**src/rtl/fetch_stage.sv**
```systemverilog
// fetch_stage: LC-3b instruction fetch. Owns the PC and the I-side memory
// port (mem1), and registers fetched words into the IF/ID pipeline register.
//
// Ports:
//   clk, reset                 clock, synchronous active-high reset
//   mem1_address/read          fetch request; read stays high until mem1_resp
//   mem1_resp/rdata            one-cycle completion pulse with the word
//   stall                      downstream not taking IF/ID this cycle
//   redirect/redirect_pc       one-cycle redirect pulse and target (bit 0 dropped)
//   ifid_valid/ir/pc           IF/ID register; ir=0 (NOP) when invalid, pc=addr+2
//   opcode, irbits             ifid_ir[15:12] / ifid_ir[11:0]
//
// Optional feature macro FETCH_STATS_EN adds saturating counters
// stat_fetched / stat_squashed (words delivered to IF/ID / words discarded).
module fetch_stage #(
  parameter logic [15:0] RESET_PC = 16'h0000
) (
  input  logic        clk,
  input  logic        reset,
  output logic [15:0] mem1_address,
  output logic        mem1_read,
  input  logic        mem1_resp,
  input  logic [15:0] mem1_rdata,
  input  logic        stall,
  input  logic        redirect,
  input  logic [15:0] redirect_pc,
  output logic        ifid_valid,
  output logic [15:0] ifid_ir,
  output logic [15:0] ifid_pc,
  output logic [3:0]  opcode,
  output logic [11:0] irbits
`ifdef FETCH_STATS_EN
  ,
  output logic [15:0] stat_fetched,
  output logic [15:0] stat_squashed
`endif
);

  typedef enum logic [1:0] {FETCH, HOLD, DRAIN} state_t;

  typedef struct packed {
    logic [15:0] ir;
    logic [15:0] pc;
  } ifid_t;

  state_t      state;
  logic [15:0] fetch_addr;
  logic [15:0] pc;
  ifid_t       hold;
  ifid_t       ifid;
  logic        ifid_v;

  logic [15:0] tgt;
  logic [15:0] next_addr;
  logic        slot_free;

  assign tgt       = {redirect_pc[15:1], 1'b0};
  assign next_addr = fetch_addr + 16'd2;   // wraps FFFE -> 0000
  assign slot_free = !ifid_v || !stall;

  // Outputs are forced to zero while reset is high so the reset cycle itself
  // issues nothing and presents an empty IF/ID, independent of prior state.
  assign mem1_read    = !reset && (state != HOLD);
  assign mem1_address = reset ? 16'h0000 : fetch_addr;
  assign ifid_valid   = !reset && ifid_v;
  assign ifid_ir      = reset ? 16'h0000 : ifid.ir;
  assign ifid_pc      = reset ? 16'h0000 : ifid.pc;
  assign opcode       = ifid_ir[15:12];
  assign irbits       = ifid_ir[11:0];

  always_ff @(posedge clk) begin
    if (reset) begin
      state      <= FETCH;
      fetch_addr <= RESET_PC;
      pc         <= RESET_PC;
      hold       <= '0;
      ifid       <= '0;
      ifid_v     <= 1'b0;
    end else if (redirect) begin
      // Redirect beats stall: IF/ID and buffer are flushed unconditionally.
      ifid_v  <= 1'b0;
      ifid.ir <= 16'h0000;
      hold    <= '0;
      pc      <= tgt;
      if (state != HOLD && !mem1_resp) begin
        // Request still in flight: it must complete at its old address.
        state <= DRAIN;
      end else begin
        // No request in flight (HOLD) or it completes now: data dropped,
        // fetch restarts at the target.
        fetch_addr <= tgt;
        state      <= FETCH;
      end
    end else begin
      unique case (state)
        FETCH: begin
          if (mem1_resp) begin
            fetch_addr <= next_addr;
            pc         <= next_addr;
            if (slot_free) begin
              ifid   <= '{ir: mem1_rdata, pc: next_addr};
              ifid_v <= 1'b1;
            end else begin
              hold  <= '{ir: mem1_rdata, pc: next_addr};
              state <= HOLD;
            end
          end else if (slot_free) begin
            ifid_v  <= 1'b0;
            ifid.ir <= 16'h0000;
          end
        end
        HOLD: begin
          if (!stall) begin
            ifid   <= hold;
            ifid_v <= 1'b1;
            state  <= FETCH;
          end
        end
        DRAIN: begin
          // pc already holds the redirect target.
          if (mem1_resp) begin
            fetch_addr <= pc;
            state      <= FETCH;
          end
        end
        default: state <= FETCH;
      endcase
    end
  end

`ifdef FETCH_STATS_EN
  logic [15:0] fet_cnt, sq_cnt;
  logic [1:0]  sq_inc;
  logic        fet_inc;
  logic [16:0] sq_sum, fet_sum;

  always_comb begin
    sq_inc  = 2'd0;
    fet_inc = 1'b0;
    if (redirect) begin
      sq_inc = {1'b0, ifid_v} + {1'b0, state == HOLD}
             + {1'b0, state != HOLD && mem1_resp};
    end else begin
      sq_inc  = {1'b0, state == DRAIN && mem1_resp};
      fet_inc = (state == FETCH && mem1_resp && slot_free) ||
                (state == HOLD && !stall);
    end
  end

  assign sq_sum  = {1'b0, sq_cnt} + {15'd0, sq_inc};
  assign fet_sum = {1'b0, fet_cnt} + {16'd0, fet_inc};

  always_ff @(posedge clk) begin
    if (reset) begin
      fet_cnt <= '0;
      sq_cnt  <= '0;
    end else begin
      fet_cnt <= fet_sum[16] ? 16'hFFFF : fet_sum[15:0];
      sq_cnt  <= sq_sum[16]  ? 16'hFFFF : sq_sum[15:0];
    end
  end

  assign stat_fetched  = reset ? 16'h0000 : fet_cnt;
  assign stat_squashed = reset ? 16'h0000 : sq_cnt;
`endif

endmodule

```
**config.mk**
```make
export PLATFORM = sky130hd
export DESIGN_NAME = fetch_stage
export DESIGN_NICKNAME = d
export VERILOG_FILES = /design/src/rtl/fetch_stage.sv
export SDC_FILE = /design/constraint.sdc
export NUM_CORES = 1
export LEC_CHECK = 0
export BUFFER_PORTS_ARGS = -buffer_cell sky130_fd_sc_hd__buf_2
export CAP_MARGIN = 20
export CORE_ASPECT_RATIO = 0.7
export CORE_MARGIN = 2
export CORE_UTILIZATION = 45
export DETAILED_ROUTE_END_ITERATION = 8
export PLACE_DENSITY_LB_ADDON = 0.05
export SYNTH_ARGS = -nofsm -noshare
export SYNTH_HDL_FRONTEND = slang
export SYNTH_SLANG_ARGS = --single-unit
```
**constraint.sdc**
```tcl
create_clock -name clk -period 2.2 [get_ports clk]
set_input_delay 0.44 -clock clk [delete_from_list [all_inputs] [get_ports clk]]
set_output_delay 0.44 -clock clk [all_outputs]
set_load 0.02 [all_outputs]
```
* After elaboration in Yosys (flattened, before gate mapping)
Cells that the tools add are included.
** Word-level totals
- Bits in registers :: 99
- Output and inout bits :: 66
- Logic and storage cells :: 73
- Latch bits :: 0
- Bits of input ports :: 37
- Bits in read-only memories :: 0
- Memories kept :: 0
- RAM bits :: 0
** Cells by class
- Reduce and logical (&&, ||, !) cells :: 21
- Divide/modulo/power cells :: 0
- Mux-type cells :: 29
- Shift operators :: 0
- $add $sub $neg :: 1
- Bitwise gates (word level) :: 2
- $lt $le $gt $ge :: 0
- Multipliers :: 0
- Equality and inequality tests :: 11
** Operator list (number)
- 16-bit 2-to-1 mux :: 13
- 32-bit 2-to-1 mux :: 2
- 32-bit one-hot mux with 2 select lines :: 1
- 16-bit one-hot mux with 2 select lines :: 1
- 16-bit by 2-bit adder with 16-bit output, second input constant :: 1
- 2-bit 2-to-1 mux :: 6
- 3-bit != test, second input constant :: 4
- 2-bit != test, second input constant :: 4
- 4-bit AND reduction :: 2
- 2-bit one-hot mux with 3 select lines :: 1
- 3-bit AND reduction :: 2
- 2-bit nonzero test :: 3
- 5-bit AND reduction :: 1
- 1-bit zero test :: 4
- 1-bit 2-to-1 mux :: 4
- 2-bit AND reduction :: 2
- 1-bit logical AND :: 3
- 3-bit nonzero test :: 1
- 2-bit by 1-bit equality test with 1-bit output, second input constant :: 1
- 2-bit equality test, second input constant :: 1
- 2-bit zero test :: 1
- 2-bit by 1-bit != test with 1-bit output, second input constant :: 1
- 1-bit NOT :: 2
- 1-bit one-hot mux with 2 select lines :: 1
- other kinds (2) :: 2

* Depth between registers and ports, before layout
- Word-level depth :: 6
- Mapped depth :: 8
- Gate-level depth less buffers :: 6

* Worst setup path before layout
No wires, ideal clock.
- Path type :: input to output
- From :: input reset
- To :: output mem1_read
- Cell stages on the path :: 4
- Buffers on the path :: 3
- Data required time :: 1.760 ns
- Path slack :: 0.350 ns
- Arrival time :: 1.410 ns
- Cells stage by stage :: clkbuf_1 -> clkbuf_1 -> clkbuf_1 -> nor2_1
** Between the ends
- Cells in the longest elaborated chain, start to end :: 2
** Ends and longest elaborated chain
- from (decl) :: line 19 : input logic reset,
- 1-bit zero test :: line 63 : assign mem1_read = !reset && (state != HOLD);
- 1-bit logical AND :: line 63
- to (decl) :: line 21 : output logic mem1_read,
No other way between the ends.

* Worst setup path after layout
- From :: register fetch_addr[1]
- To :: register ifid[15] (netlist bit)
** Between the ends
- Cells in the longest elaborated chain, start to end :: 4
** Ends and longest elaborated chain
- from (decl) :: line 47 : logic [15:0] fetch_addr;
- from (signal assigned) :: line 91 : fetch_addr <= tgt;
- from (signal assigned) :: line 98 : fetch_addr <= next_addr;
- from (signal assigned) :: line 122 : fetch_addr <= pc;
- 16-bit by 2-bit adder with 16-bit output :: line 58 : assign next_addr = fetch_addr + 16'd2;
- 32-bit 2-to-1 mux :: line 100 : if (slot_free) begin
- 16-bit 2-to-1 mux :: line 97 : if (mem1_resp) begin
- 32-bit one-hot mux with 2 select lines :: line 95 : unique case (state)
- to (signal assigned) :: line 101 : ifid <= '{ir: mem1_rdata, pc: next_addr};
- to (signal assigned) :: line 114 : ifid <= hold;
- to (decl) :: line 50 : ifid_t ifid;
No other way between the ends. The select of a mux whose other input is x is not followed.
A chain may end at the register's enable or synchronous reset.

==> metrics.csv <==
metric;value;unit
status;finished clean;
hold buffers post-CTS;0;
post-cts resize count;0;
XOR/XNOR share of the synthesized area;0.0227;
share of layout cells above drive strength 1;0.230;
CP arrival;2.24;ns
die extent in x;130;µm
Overall Power;4.07;mW
Yosys top cell area share;0.396;
RSZ-0062 raised after global routing;no;
# rows;32;
DRC;0;
number of buffers created by CTS;9;
largest net degree at the start of global routing;45;
Routed Antenna Nets;0;
most frequent cells in the layout;107 x nand2_1, 100 x buf_2, 99 x dfxtp_1;
crit-path cells;ha_1, nand4_2, nor4_2, xor2_1, buf_4, nor2_1, o41ai_2;
final WL;13300;µm
CP startpoint;fetch_addr[1];
Clock Root Buffer;clkbuf_16;
H-tree levels;3;
Initial Utilization;0.458;
RR Startpoint;fetch_addr[1];
CTS tree;yes;
Ys Warns;0;
core region area;10900;µm²
Synth Flop Type;dfxtp_1;
Worst Hold Class;in2reg;
Lkg Pwr;2.52;nW
largest area contributor in the netlist;dfxtp_1;
WP data required;2.45;ns
fmax;502;MHz
Setup CP Type;reg2reg;
CP max stage delay;0.40;ns
worst skew pair latency;0.34;ns
post-synthesis adder-cell area fraction;0.00250;
Final Critical Period;1.99;ns
worst-margin pin slew;0.632;ns
Async S/R FF share, synth;0;
post-synthesis mux area share;0;
part of the Yosys area used for sequential elements;0.396;
initial antenna violation count;0;
crit path launch type;flop;
half-perimeter wire length after placement;9420;µm
fin nets;765;
Unique masters post-synth;55;
VDD IR-drop max;0.370;mV
number of global-route vias before repair;4275;
worst hold slack;0.344;ns
Wirelength per Cell;15.0;µm
vias;4718;
routability cong.;0.907;
total congestion overflow;0;
Post-Synthesis Cells;654;
Clock Tree Buf Depth;2;
MaxCap Viol Count;0;
total global-route track usage;0.228;
r2r setup slk;0.21;ns
io pins;103;
Final setup viols;0;
Initial DRC Count;276;
Buffers on Ports;101;
final slew viol count;0;
via/cell ratio;5.33;
Netlist Area Pre-Place;5010;µm²
power density over cell area;682;nW/µm²
largest family of logic cells by synthesized area;simple AND/OR/NAND/NOR gates;
synthesized net count;692;
Tcrit/Tclk final;0.906;
worst hold start;mem1_rdata[6];
Seq. cell area;1980;µm²
Max Fanout on Critical Path;4;
clock slew at reported path FFs;0.07;ns
Post-synth EDFFs;0;
die height;92.3;µm
Critical Path End Type;flop;
commonest non-fill, non-tap cell in the layout;nand2_1;
setup repair bufs after CTS;0;
final core utilization;0.546;
ANT cells;0;
clock sinks;99;
Sum Neg Setup Slack;0;ns
worst-case clock skew;0.00634;ns
Synth Area in Compound Gates;0.220;
Area Growth Syn to Fin;19.0;%
slowest cell on the critical path;dfxtp_1;
syn_area_per_cell;7.66;µm²
Synth area leaders;dfxtp_1 40%, nand2_1 8.0%, nor2_1 6.5%;
first-pass GRT wire length;21600;µm
final hold vios;0;
die area;12000;µm²
Pre-antenna DRT Iters;6;
Worst slew margin;0.576;
post-synthesis simple-gate area fraction;0.284;
Layout fillers;1048;
area of the multi-input gates;2660;µm²
FF+latch count, synth;99;
==> Yosys cell counts, types with 2 or more instances <==
cell type,instances
nand3_1,22
inv_1,2
clkbuf_1,41
nor4_2,3
buf_2,13
a211oi_1,12
a211o_1,8
and3_1,2
nor4_1,2
xnor2_1,5
a21oi_1,52
o21ai_1,2
nor2_1,87
buf_4,17
a21o_1,5
o41ai_2,2
a311oi_1,21
nand2_1,107
nand3_2,2
o31ai_1,2
a2111oi_0,4
xor2_1,8
nor3_1,7
o211ai_1,7
a22o_1,3
buf_1,5
a222oi_1,4
o22ai_1,3
dfxtp_1,99
o21ai_0,24
nor2b_1,52
nand4_1,3
o21a_1,2
nand2b_1,5
==> kinds of logic after synthesis <==
kind of cell,Yosys count
AO/OA/AOI/OAI,161
XOR/XNOR,13
adder cells (fa/ha/maj),1
buffers and inverters,79
flip-flops,99
AND/OR/NAND/NOR,301
==> registers in the layout (all words and copies together) (netlist names) <==
name / count
hold: 32
ifid: 32
fetch_addr: 16
pc: 16
state: 2
ifid_v: 1
==> per-layer routing <==
layer  track usage  up-vias  wire length, µm
li1              -     2396                -
met4        0.0556        0              126
met5             0        -                0
met3        0.0391       15              716
met2         0.330      137             5660
met1         0.349     2170             6790
==> critical path: cells and delay by family (launching register included) <==
family                     cells  cell delay [ns]
AOI/OAI and AO/OA              1             0.26
xor gates and xnor gates       1             0.16
adders and majority gates      1             0.28
buffers and inverters          1             0.17
DFF                            1             0.40
and+or+nand+nor                3             0.65
==> report_power, final <==
part / switching (mW) / internal, mW / leakage (nW)
clock: 0.692 / 0.920 / 0.144
sequential: 0.0500 / 1.86 / 0.807
combinational: 0.338 / 0.209 / 1.57
==> stage by stage <==
stage	area, µm²	worst slack [ns]	std cells
2_1_floorplan	5010	0.350	654
3_3_place_gp	5650	0.245	869
3_5_place_dp	5650	0.230	869
4_1_cts	5960	0.0679	885
5_1_grt	5960	0.0261	885
6_report	5960	0.208	885
==> path summary, 6_finish.rpt <==
path              cells after the start  endpoint
setup / recovery                      7  ifid[15]
hold reg to reg                       2   ifid[4]
hold / removal                        3  hold[22]
setup reg to reg                      7  ifid[15]
==> cell type report <==
cell class | count | area share
clock buffer | 11 | 0.0407
inverter | 2 | 0.00126
tap | 153 | 0.0321
sequential | 99 | 0.332
multi-input combinational | 476 | 0.446
clock inverter | 5 | 0.0103
timing repair buffer | 139 | 0.137
Power figures use the tool's default switching activity.
